===== src/rtl/serial_frame_tx_if.sv =====
// Producer handshake plus serial-line outputs of serial_frame_tx.
// The producer side takes master and the transmitter takes slave.
interface serial_frame_tx_if #(
    parameter int DATA_W = 8
);
    logic [DATA_W-1:0] in_data;
    logic              in_valid;
    logic              in_ready;
    logic              sout;
    logic              sout_valid;
    logic              busy;
    logic              done;

    modport master (
        output in_data,
        output in_valid,
        input  in_ready,
        input  sout,
        input  sout_valid,
        input  busy,
        input  done
    );

    modport slave (
        input  in_data,
        input  in_valid,
        output in_ready,
        output sout,
        output sout_valid,
        output busy,
        output done
    );
endinterface


===== src/rtl/serial_frame_tx.sv =====
// Serial frame transmitter: accepts one payload word, then sends it MSB first
// as preamble, payload and even-parity bit, followed by an idle gap on a 1-bit line.
module serial_frame_tx #(
    parameter int               DATA_W     = 8,
    parameter int               PRE_W      = 4,
    parameter logic [PRE_W-1:0] PREAMBLE   = 4'b1011,
    parameter int               GAP_CYCLES = 2
) (
    input  logic             clk,
    input  logic             rst,
    serial_frame_tx_if.slave bus
);
    localparam int SH_W   = PRE_W + DATA_W + 1;
    localparam int MAX_PD = (PRE_W > DATA_W) ? PRE_W : DATA_W;
    localparam int MAX_W  = (MAX_PD > GAP_CYCLES) ? MAX_PD : GAP_CYCLES;
    localparam int CNT_W  = (MAX_W > 1) ? $clog2(MAX_W) : 1;

    localparam logic [CNT_W-1:0] PRE_LAST  = CNT_W'(PRE_W - 1);
    localparam logic [CNT_W-1:0] DATA_LAST = CNT_W'(DATA_W - 1);
    localparam logic [CNT_W-1:0] GAP_LAST  = CNT_W'(GAP_CYCLES - 1);

    typedef enum logic [2:0] {
        S_IDLE,
        S_PRE,
        S_DATA,
        S_PAR,
        S_GAP
    } state_t;

    state_t            state;
    state_t            state_n;
    logic [CNT_W-1:0]  cnt;
    logic [CNT_W-1:0]  cnt_n;
    logic [SH_W-1:0]   sh;
    logic [SH_W-1:0]   sh_n;
    logic              sout_p1;
    logic              sout_n;
    logic              vld_p1;
    logic              vld_n;
    logic              done_p1;
    logic              done_n;

    function automatic logic even_parity(input logic [DATA_W-1:0] d);
        return ^d;
    endfunction

    // Frame is loaded whole into one shift register; its MSB is the next line bit.
    always_comb begin
        state_n = state;
        cnt_n   = cnt;
        sh_n    = sh;
        sout_n  = 1'b0;
        vld_n   = 1'b0;
        done_n  = 1'b0;

        unique case (state)
            S_IDLE: begin
                if (bus.in_valid) begin
                    state_n = S_PRE;
                    cnt_n   = '0;
                    sh_n    = {PREAMBLE, bus.in_data, even_parity(bus.in_data)};
                end
            end
            S_PRE: begin
                sh_n = {sh[SH_W-2:0], 1'b0};
                if (cnt == PRE_LAST) begin
                    state_n = S_DATA;
                    cnt_n   = '0;
                end else begin
                    cnt_n = cnt + 1'b1;
                end
            end
            S_DATA: begin
                sh_n = {sh[SH_W-2:0], 1'b0};
                if (cnt == DATA_LAST) begin
                    state_n = S_PAR;
                    cnt_n   = '0;
                end else begin
                    cnt_n = cnt + 1'b1;
                end
            end
            S_PAR: begin
                sh_n    = {sh[SH_W-2:0], 1'b0};
                state_n = S_GAP;
                cnt_n   = '0;
            end
            S_GAP: begin
                if (cnt == GAP_LAST) begin
                    state_n = S_IDLE;
                    cnt_n   = '0;
                end else begin
                    cnt_n = cnt + 1'b1;
                end
            end
            default: begin
                state_n = S_IDLE;
                cnt_n   = '0;
            end
        endcase

        // Line outputs are derived from the next state so they register in step with it.
        vld_n  = (state_n == S_PRE) || (state_n == S_DATA) || (state_n == S_PAR);
        sout_n = vld_n & sh_n[SH_W-1];
        done_n = (state_n == S_GAP) && (cnt_n == GAP_LAST);
    end

    always_ff @(posedge clk or negedge rst) begin
        if (!rst) begin
            state   <= S_IDLE;
            cnt     <= '0;
            sh      <= '0;
            sout_p1 <= 1'b0;
            vld_p1  <= 1'b0;
            done_p1 <= 1'b0;
        end else begin
            state   <= state_n;
            cnt     <= cnt_n;
            sh      <= sh_n;
            sout_p1 <= sout_n;
            vld_p1  <= vld_n;
            done_p1 <= done_n;
        end
    end

    assign bus.in_ready   = (state == S_IDLE);
    assign bus.busy       = (state != S_IDLE);
    assign bus.sout       = sout_p1;
    assign bus.sout_valid = vld_p1;
    assign bus.done       = done_p1;

endmodule


===== src/flat_wrapper.sv =====
// flat-port wrapper written by rule: the top's interface ports become plain ports
module serial_frame_tx_flat 
#(
    parameter int               DATA_W     = 8,
    parameter int               PRE_W      = 4,
    parameter logic [PRE_W-1:0] PREAMBLE   = 4'b1011,
    parameter int               GAP_CYCLES = 2
)
  (clk, rst, bus_in_data, bus_in_valid, bus_in_ready, bus_sout, bus_sout_valid, bus_busy, bus_done);
  serial_frame_tx_if #(.DATA_W(DATA_W)) bus_i ();
  input  logic clk;
  input  logic rst;
  input wire logic [$bits(bus_i.in_data)-1:0] bus_in_data;
  input wire logic [$bits(bus_i.in_valid)-1:0] bus_in_valid;
  output wire logic [$bits(bus_i.in_ready)-1:0] bus_in_ready;
  output wire logic [$bits(bus_i.sout)-1:0] bus_sout;
  output wire logic [$bits(bus_i.sout_valid)-1:0] bus_sout_valid;
  output wire logic [$bits(bus_i.busy)-1:0] bus_busy;
  output wire logic [$bits(bus_i.done)-1:0] bus_done;
  assign bus_i.in_data = bus_in_data;
  assign bus_i.in_valid = bus_in_valid;
  assign bus_in_ready = bus_i.in_ready;
  assign bus_sout = bus_i.sout;
  assign bus_sout_valid = bus_i.sout_valid;
  assign bus_busy = bus_i.busy;
  assign bus_done = bus_i.done;
  serial_frame_tx #(.DATA_W(DATA_W), .PRE_W(PRE_W), .PREAMBLE(PREAMBLE), .GAP_CYCLES(GAP_CYCLES)) u_core (.clk(clk), .rst(rst), .bus(bus_i));
endmodule

===== config.mk =====
export PLATFORM = sky130hd
export DESIGN_NAME = serial_frame_tx_flat
export DESIGN_NICKNAME = d
export VERILOG_FILES = /design/src/rtl/serial_frame_tx_if.sv /design/src/rtl/serial_frame_tx.sv /design/src/flat_wrapper.sv
export SDC_FILE = /design/constraint.sdc
export NUM_CORES = 1
export LEC_CHECK = 0
export ABC_AREA = 1
export CORE_MARGIN = 2
export CORE_UTILIZATION = 48
export DETAILED_ROUTE_END_ITERATION = 8
export PLACE_DENSITY = 0.77
export SETUP_SLACK_MARGIN = 0.5
export SYNTH_ARGS = -nofsm -noshare
export SYNTH_HDL_FRONTEND = slang
export SYNTH_SLANG_ARGS = --single-unit

===== constraint.sdc =====
create_clock -name clk -period 3.5 [get_ports clk]
set_input_delay 0.525 -clock clk [delete_from_list [all_inputs] [get_ports clk]]
set_output_delay 0.525 -clock clk [all_outputs]
set_load 0.01 [all_outputs]

==> summary.txt <==
Synthesis
  – Synthesized Nets: 182
  – Post-synth top area share: 43.9%
  – Register area share after synthesis: 43.9%
  – Synth Register Bits: 22
  – Unique masters post-synth: 24
  – Synth Warn #: 0
  – Syn Std Cell Area: 1250 sq um
  – Gate Count Post-Synth: 165
  – Cell taking the most area after synthesis: dfrtp_1
  – Area contributors post-synth: dfrtp_1 (44%), nand2_1 (18%), inv_1 (8.1%), ha_1 (6.0%), o211ai_1 (4.2%)
  – Syn_area_per_cell: 7.60 sq um

Timing
  – Fin Clk Skew: 0.0173 ns
  – Max Slew Vio Count: 0
  – Tmin final: 2.24 ns
  – RSZ-0062 raised after global routing: no
  – Setup violations, final: 0
  – Rel. slew slack: 37.5%
  – Final hold vios: 0
  – Post-route setup TNS: 0 ns
  – Max Freq: 0.446 GHz
  – Worst-Margin Slew: 0.934 ns
  – Fin crit share: 64.0%

Power and ir drop
  – Pint: 0.746 mW
  – LEAKAGE: 0.791 nW
  – Combinational share of power: 49.8%
  – Switching power: 0.546 mW
  – VDD IR-drop max: 0.587 mV
  – Sw Share: 42.3%
  – Clock power frac: 15.0%
  – Seq pwr share: 35.2%
  – PwrDens: 875 nW/um^2

Worst setup path
  – Critical Path Source Type: flop
  – Worst-path cell chain: nor2_2, nand2_2, inv_1, clkdlybuf4s50_1
  – Slowest stage delay, CP: 0.54 ns
  – CP arrival: 1.71 ns
  – Path depth of the worst reg2reg path: 7
  – Reg2Reg Capture Point: u_core.bus.sout
  – Reg-to-reg slack, setup: 1.93 ns
  – Worst Path Required: 2.97 ns
  – Slowest-stage cell, CP: clkdlybuf4s50_1
  – Worst-path maximum fanout: 6
  – Critical R2R Launch: u_core.state[0]
  – Largest delay share family, worst path: buffers and inverters
  – CP Class: reg2out
  – Bufs and invs on worst path: 2
  – Setup crit end kind: output port

Clocking
  – Clk_lat worst skew: 0.32 ns
  – CTS Buf Count: 3
  – CTS H-tree depth: 1
  – CTS Hold Bufs: 0
  – Clk buf depth: 2
  – Clk pin slew, worst setup/hold paths: 0.13 ns
  – CTS tree: yes
  – Post-CTS setup buffer count: 0
  – Post-CTS sizing: 0
  – Clk root buf: clkbuf_4
  – CTS sink cnt: 22

Placement
  – Area post-placement: 1430 sq um
  – IO Port Bufs: 15
  – Global placement routability congestion: 0.816
  – Hpwl dp: 1.91 mm

Global routing
  – GRT Util Overall: 18.9%
  – First-pass GRT wire length: 4.05 mm
  – Initial antenna violation count: 0
  – Remaining global-route overflow: 0
  – Pin count of the biggest net entering global routing: 23
  – Vias in the first global route: 944

Detailed routing
  – ANT nets after route: 0
  – Drt pass-1 iters: 4
  – Residual DRC count: 0
  – DRC marker count from the first detailed-route iteration: 23
  – DR WL/cell: 11.4 um
  – WL final: 2.42 mm
  – Vias per cell: 5.13
  – Routed via count: 1088

Final layout
  – Antenna cells: 0
  – Layout Nets: 200
  – Layout cells sized above 1: 6.59%
  – Layout area overhead: 17.9%
  – Cell area after layout: 1480 sq um

Floorplanning
  – Die ar.: 3040 sq um
  – Initial Util: 50.6%
  – IO Pins: 16
  – DIE HEIGHT: 55.1 um
  – Die width: 55.1 um
  – Core Box Area: 2480 sq um
  – Rows: 18

Outcome
  – Status: finished clean

Hold path
  – Hold EP: u_core.sh[9]
  – HP Start: u_core.sh[8]
  – Hold path cells: 2
  – Worst Hold Class: reg2reg

Run
  – Max Cap Violations: 0
==> area by class of cell <==
class | instances | area, sq um
clock inverters | 1 | 30.0
multi-input cells | 113 | 582
well taps | 30 | 37.5
inverters | 28 | 105
repair buffers | 15 | 150
fillers | 234 | 1000
flip-flops and latches | 22 | 551
clock buffers | 3 | 22.5
==> per-stage QoR <==
step | power, mW | setup slack [ns] | cells | hold WS, ns | utilization [%]
global placement | 1.06 | 1.69 | 208 | 0.469 | 57.5
CTS | 1.30 | 1.25 | 212 | 0.504 | 59.6
finish | 1.29 | 1.26 | 212 | 0.499 | 59.6
global route | 1.41 | 1.12 | 212 | 0.523 | 59.6
floorplan | 0.914 | 2.17 | 165 | 0.229 | -
detailed placement | 1.10 | 1.62 | 208 | 0.472 | 57.5
==> cell usage after synthesis, drive strengths merged <==
master and count:
a21oi 1, a22o 1, buf 2, dfrtp 22
ha 6, inv 28, nand2 62, nand3 8
nand3b 2, nand4 2, nor2 17, nor3 1
o2111ai 1, o211ai 8, o21ai 1, o21bai 1
o31ai 1, xnor2 1
==> worst max-delay path by stage <==
stage | startpoint | slack, ns | to | depth (start not counted)
final | u_core.state[0] | 1.26 | bus_in_ready | 4
after global routing | u_core.state[0] | 1.12 | bus_in_ready | 4
after CTS | u_core.state[0] | 1.25 | bus_in_ready | 4
after detailed placement | u_core.state[0] | 1.62 | bus_in_ready | 4
after global placement | u_core.state[0] | 1.69 | bus_in_ready | 4
after floorplan | u_core.state[0] | 2.17 | bus_in_ready | 3
==> registers in the layout, summed over array words and instances (netlist names) <==
register,flops
u_core.bus.sout_valid,1
u_core.cnt,3
u_core.sh,13
u_core.bus.done,1
u_core.state,3
u_core.bus.sout,1
==> metal layers <==
layer	track usage [%]	wire, um	vias to the layer above
li1	-	-	551
met4	7.32	62	0
met3	5.38	95	6
met5	0	0	-
met2	30.4	1150	23
met1	24.1	1110	508
==> worst reg2reg max path: stages (launching register included) <==
cell and delay [ns]:
dfrtp_1 0.48, nor2_2 0.09, nor2_2 0.45, inv_1 0.16
nand2_1 0.09, nand3_1 0.10, inv_1 0.07, nor2_1 0.04
==> logic make-up after synthesis <==
logic type                 share of synthesized area [%]
adders and majority gates                           5.99
AOI/OAI and AO/OA                                   8.88
buffers and inverters                               9.68
and+or+nand+nor                                     30.8
xor gates and xnor gates                           0.699
DFF                                                 43.9
==> cells in the final DEF (no fill, tap or decap), types with 2 or more instances in the layout <==
master	n
nand2_1	61
inv_1	27
dfrtp_1	22
clkdlybuf4s50_1	15
nor2_1	13
nand3_1	8
o211ai_1	7
ha_1	6
nor2_2	3
clkbuf_4	3
nand4_1	2
nand3b_1	2
==> power by group through the flow <==
stage                     Combinational, mW  Sequential (mW)  Clock (mW)
final                                 0.643            0.456       0.194
after detailed placement              0.641            0.461           0
after global placement                0.614            0.450           0
after global routing                  0.734            0.469       0.210
after CTS                             0.648            0.456       0.198
after floorplan                       0.470            0.444           0
No activity file was read; power rests on OpenSTA's default activity.
